<file path="config.mk">
export PLATFORM = sky130hd
export DESIGN_NAME = pc_fetch_stage
export DESIGN_NICKNAME = d
export VERILOG_FILES = /design/src/rtl/pc_fetch_stage.sv
export SDC_FILE = /design/constraint.sdc
export NUM_CORES = 1
export LEC_CHECK = 0
export BUFFER_PORTS_ARGS = -buffer_cell sky130_fd_sc_hd__buf_2
export CAP_MARGIN = 15
export CORE_AREA = 2 2 90 178
export CTS_CLUSTER_DIAMETER = 60
export DETAILED_ROUTE_END_ITERATION = 10
export DIE_AREA = 0 0 92 180
export GPL_ROUTABILITY_DRIVEN = 0
export MAX_ROUTING_LAYER = met4
export PLACE_DENSITY = 0.72
export REMOVE_ABC_BUFFERS = 1
export SETUP_SLACK_MARGIN = 0.4
export SYNTH_ARGS = -nofsm -noshare
export SYNTH_HDL_FRONTEND = slang
export SYNTH_SLANG_ARGS = --single-unit
export TNS_END_PERCENT = 100
</file>
<file path="constraint.sdc">
create_clock -name clk -period 5.8 [get_ports clk]
set_input_delay 1.16 -clock clk [delete_from_list [all_inputs] [get_ports clk]]
set_output_delay 1.16 -clock clk [all_outputs]
set_load 0.03 [all_outputs]
</file>
<file path="src/rtl/pc_fetch_stage.sv">
// Fetch stage: owns the PC, drives instruction memory and loads the fetch/decode
// register. Includes a BOOT/RUN/HALT sequencer and a saturating issue counter.
module pc_fetch_stage #(
  parameter int                 WIDTH     = 32,
  parameter int                 INSTR_W   = 32,
  parameter logic [WIDTH-1:0]   RESET_PC  = '0,
  parameter int                 PC_STEP   = 4,
  parameter logic [INSTR_W-1:0] HALT_WORD = '1
) (
  input  logic               clk,
  input  logic               reset,
  output logic [WIDTH-1:0]   imem_addr,
  input  logic [INSTR_W-1:0] imem_rdata,
  input  logic               stall_f,
  input  logic               flush_d,
  input  logic               branch_taken,
  input  logic [WIDTH-1:0]   branch_target,
  output logic [INSTR_W-1:0] instr_d,
  output logic [WIDTH-1:0]   pc_d,
  output logic [WIDTH-1:0]   pc_step_d,
  output logic               valid_d,
  output logic               halted,
  output logic [15:0]        fetch_count
);

  localparam logic [WIDTH-1:0] STEP = WIDTH'(PC_STEP);

  typedef enum logic [1:0] {BOOT, RUN, HALT} state_t;

  state_t           state, state_nx;
  logic [WIDTH-1:0] pc_f, pc_nx, pc_inc;
  logic             clr, load, bubble;

  assign pc_inc    = pc_f + STEP;
  assign imem_addr = pc_f;
  assign halted    = (state == HALT);

  always_comb begin
    state_nx = state;
    pc_nx    = pc_f;
    clr      = 1'b0;
    load     = 1'b0;
    bubble   = 1'b0;
    unique case (state)
      BOOT: state_nx = RUN;
      RUN: begin
        if (branch_taken) begin
          pc_nx = branch_target;
          clr   = 1'b1;
        end else if (stall_f) begin
          clr = flush_d;
        end else begin
          // A halt word is still issued; only the PC advance is suppressed.
          if (imem_rdata == HALT_WORD) state_nx = HALT;
          else                         pc_nx    = pc_inc;
          clr  = flush_d;
          load = !flush_d;
        end
      end
      HALT: begin
        if (branch_taken) begin
          pc_nx    = branch_target;
          clr      = 1'b1;
          state_nx = RUN;
        end else if (flush_d) begin
          clr = 1'b1;
        end else begin
          bubble = !stall_f;
        end
      end
      default: state_nx = BOOT;
    endcase
  end

  always_ff @(posedge clk or negedge reset) begin
    if (!reset) begin
      state <= BOOT;
      pc_f  <= RESET_PC;
    end else begin
      state <= state_nx;
      pc_f  <= pc_nx;
    end
  end

  always_ff @(posedge clk or negedge reset) begin
    if (!reset) begin
      instr_d   <= '0;
      pc_d      <= '0;
      pc_step_d <= '0;
      valid_d   <= 1'b0;
    end else if (clr) begin
      instr_d   <= '0;
      pc_d      <= '0;
      pc_step_d <= '0;
      valid_d   <= 1'b0;
    end else if (load) begin
      instr_d   <= imem_rdata;
      pc_d      <= pc_f;
      pc_step_d <= pc_inc;
      valid_d   <= 1'b1;
    end else if (bubble) begin
      valid_d   <= 1'b0;
    end
  end

  always_ff @(posedge clk or negedge reset) begin
    if (!reset)                               fetch_count <= '0;
    else if (load && (fetch_count != 16'hFFFF)) fetch_count <= fetch_count + 16'd1;
  end

endmodule

</file>
==> impl_metrics.xml <==
<?xml version="1.0" encoding="UTF-8"?>
<metrics>
  <group name="worst_setup_path">
    <metric name="cp-end-kind" unit="">flop</metric>
    <metric name="cp_data_required_time" unit="ns">6.10</metric>
    <metric name="critPathArrivalTime" unit="ns">3.05</metric>
    <metric name="setup.worst_path.class" unit="">input pin to flop</metric>
    <metric name="startpoint_type" unit="">input pin</metric>
    <metric name="crit_fanout" unit="">33</metric>
  </group>
  <group name="route">
    <metric name="num_vias" unit="">5897</metric>
    <metric name="drt-wirelength-per-cell" unit="um">19.0</metric>
    <metric name="detailedRoute.firstPassIterationCount" unit="">4</metric>
    <metric name="routed_wirelength" unit="mm">19.7</metric>
    <metric name="post_dr_vias_cell" unit="">5.69</metric>
    <metric name="detail_route.drc_violations" unit="">0</metric>
    <metric name="dr.first_iter.drc_count" unit="">276</metric>
    <metric name="detail-route-antenna-nets" unit="">0</metric>
  </group>
  <group name="sta">
    <metric name="period_needed" unit="ns">2.74</metric>
    <metric name="finalSetupViolations" unit="">0</metric>
    <metric name="timing_worst_slew_pin_value" unit="ns">1.10</metric>
    <metric name="setup_repair_after_global_routing_missed_its_margin" unit="">false</metric>
    <metric name="fin_crit_sh" unit="%">47.3</metric>
    <metric name="timing.fmax" unit="MHz">364</metric>
    <metric name="fin_worst_skew" unit="ns">0.0116</metric>
    <metric name="finalWorstSetupSlack" unit="ns">3.06</metric>
    <metric name="timing.max_slew.rel_slack" unit="%">26.7</metric>
    <metric name="report.final.slew_viol_count" unit="">0</metric>
    <metric name="number_of_hold_slack_violations_in_the_final_timing_report" unit="">0</metric>
  </group>
  <group name="yosys">
    <metric name="synthesized_area_per_cell" unit="um2">10.7</metric>
    <metric name="mappedNetlistArea" unit="um2">6870</metric>
    <metric name="synthFlopType" unit="">dfrtp_1</metric>
    <metric name="yosys_warnings" unit="">0</metric>
    <metric name="post_synth_num_cell_types" unit="">53</metric>
    <metric name="asyncSetResetFlopFracSynth" unit="%">100</metric>
    <metric name="synth_sequential_area_ratio" unit="%">52.8</metric>
    <metric name="number_of_flops_mapped_to_enable_cells_by_yosys" unit="">0</metric>
    <metric name="postSynthRegisterBits" unit="">145</metric>
    <metric name="post_synth_inst_count" unit="">643</metric>
  </group>
  <group name="die">
    <metric name="die_x" unit="um">92</metric>
    <metric name="die_area" unit="um2">16600</metric>
    <metric name="placeableCoreArea" unit="um2">15200</metric>
    <metric name="rows" unit="">64</metric>
    <metric name="ioPinCount" unit="">215</metric>
    <metric name="effective_utilization_at_floorplan" unit="%">45.1</metric>
    <metric name="die_h" unit="um">180</metric>
  </group>
  <group name="clock_network">
    <metric name="cts_made_buffers" unit="">17</metric>
    <metric name="post_cts_hold_buffer_count" unit="">0</metric>
    <metric name="htree_levels" unit="">4</metric>
    <metric name="clockRootBuffer" unit="">clkbuf_16</metric>
    <metric name="cts_setup_buffers" unit="">0</metric>
    <metric name="numClockSinks" unit="">145</metric>
    <metric name="clock_tree.buffer_depth" unit="">2</metric>
    <metric name="clkLatencyLatePin" unit="ns">0.42</metric>
    <metric name="tritoncts_clock_tree" unit="">built</metric>
    <metric name="cts_resized" unit="">0</metric>
    <metric name="clk_transition_reported_paths" unit="ns">0.06</metric>
  </group>
  <group name="job">
    <metric name="drv.max_cap_violation_count" unit="">0</metric>
  </group>
  <group name="grt">
    <metric name="via_count_of_the_first_global_routing_pass" unit="">5935</metric>
    <metric name="overall_global_routing_resource_usage" unit="%">24.9</metric>
    <metric name="antenna_violations_before_repair" unit="">0</metric>
    <metric name="grt_first_pass_wirelength" unit="mm">31.7</metric>
    <metric name="grt_start_max_net_pins" unit="">99</metric>
    <metric name="grt_overflow_total" unit="">0</metric>
  </group>
  <group name="final_layout">
    <metric name="layout.cells.non_filler" unit="">1037</metric>
    <metric name="area_delta_synth_final" unit="%">26.4</metric>
    <metric name="fillCellCount" unit="">1325</metric>
    <metric name="final_nets" unit="">902</metric>
    <metric name="antenna_cells_inserted" unit="">0</metric>
    <metric name="finalCoreUtilization" unit="%">57.1</metric>
    <metric name="drive_gt1_share" unit="%">33.1</metric>
  </group>
  <group name="placement">
    <metric name="place.port_buffers" unit="">214</metric>
    <metric name="placed_cells" unit="">1007</metric>
    <metric name="hpwlAfterDp" unit="mm">13.5</metric>
    <metric name="pre_cts_ws" unit="ns">2.65</metric>
  </group>
  <group name="power_and_ir_drop">
    <metric name="ir_worst_vdd" unit="uV">278</metric>
    <metric name="power-per-cell-area" unit="nW/um2">519</metric>
    <metric name="total_leakage_power" unit="nW">4.30</metric>
  </group>
  <group name="worst_hold_path">
    <metric name="hold_class" unit="">flop to flop</metric>
  </group>
  <group name="outcome">
    <metric name="result_of_the_run" unit="">finished, final reports clean</metric>
  </group>
</metrics>
[critical path: stages]
cell      delay [ns]
buf_2           0.18
nand4b_1        0.21
nor4_2          0.38
nand4_1         0.14
buf_4           0.28
and2_1          0.39
a22o_1          0.28
[metrics by stage]
step	setup TNS (ns)	power (W)	area [um2]	hold WS [ns]
2_1_floorplan	-3.33	0.00269	6630	0.532
3_3_place_gp	0	0.00326	8020	0.458
3_5_place_dp	0	0.00328	8020	0.469
4_1_cts	0	0.00454	8690	0.482
5_1_grt	0	0.00474	8690	0.503
6_report	0	0.00451	8690	0.474
[power breakdown]
group	internal, W	leakage (nW)	switching (W)
Sequential	0.00127	1.90	0.000350
Clock	0.000825	0.326	0.000420
Combinational	0.000520	2.07	0.00112
Total	0.00262	4.30	0.00189
[sequential cells by signal (all words and copies together), names as in the netlist]
name         cells
pc_d            32
pc_step_d       30
fetch_count     16
imem_addr       32
valid_d          1
state            2
instr_d         32
[final timing paths]
check / from / endpoint / slack [ns] / cells after the start
max in group asynchronous: reset / fetch_count[9]$_DFFE_PN0P_ / 3.81 / 2
min in group asynchronous: reset / instr_d[11]$_DFFE_PN0P_ / 0.82 / 1
min: pc_step_d[29]$_DFFE_PN0P_ / pc_step_d[29]$_DFFE_PN0P_ / 0.47 / 2
max reg2reg: imem_addr[5]$_DFFE_PN0P_ / imem_addr[27]$_DFFE_PN0P_ / 3.15 / 5
min reg2reg: pc_step_d[29]$_DFFE_PN0P_ / pc_step_d[29]$_DFFE_PN0P_ / 0.47 / 2
max: branch_taken / imem_addr[14]$_DFFE_PN0P_ / 3.06 / 7
[area by class of cell]
class	count	area [um2]	area share [%]
Clock buffer	20	457	5.26
Clock inverter	10	208	2.39
Inverter	12	45.0	0.519
Multi-Input combinational cell	432	2980	34.3
Sequential cell	145	3630	41.8
Tap cell	198	248	2.85
Timing Repair Buffer	220	1120	12.9
[cells in the mapped netlist, drive strengths merged, types with 6 or more instances]
cell / instances / area share, %
dfrtp: 145 / 53
nand2: 70 / 3.9
a22o: 61 / 7.8
o21ai: 45 / 3.3
clkbuf: 35 / 1.9
xnor2: 31 / 4.0
nor2: 29 / 1.6
a31oi: 20 / 1.8
nand3: 20 / 1.8
buf: 19 / 1.6
nand4: 19 / 1.9
a21oi: 15 / 1.1
o211ai: 14 / 1.5
inv: 12 / 0.66
xor2: 12 / 1.5
nor3: 11 / 1.2
nor4: 11 / 2.5
o2bb2ai: 8 / 1.0
and3: 7 / 0.64
and4: 6 / 0.77
[kinds of logic (layout without fill, tap and decap cells)]
logic type	Yosys count	in the layout	synth area share, %
adders and majority gates	5	5	0.911
xor gates and xnor gates	43	43	5.48
muxes	3	3	0.492
buffers and inverters	66	262	4.19
and+or+nand+nor	184	184	15.5
DFF	145	145	52.8
AOI/OAI and AO/OA	197	197	20.6
[layout by cell type (no fill, tap or decap), types with 7 or more instances in the layout]
cell,count
a22o_1,61
nor2_1,27
nand2_1,69
nand4_1,18
o211ai_1,14
o21ai_1,11
inv_1,12
xor2_1,12
o21ai_0,33
nand3_1,18
dfrtp_1,145
xnor2_1,31
a21oi_1,14
o2bb2ai_1,8
clkbuf_16,17
buf_2,213
a31oi_1,20
and3_1,7
[per-layer routing]
metal  routed length (um)  vias to the layer above  part of all wire [%]  GRT usage, %
met5                    0                        -                     0             -
met4                  395                        0                   2.0          8.18
met3                 1220                       27                   6.2          4.86
met2                10400                      230                    53          42.6
met1                 7650                     2909                    39          29.3
li1                     -                     2731                     -             -
Note: power is estimated with default switching activity, not from simulation.
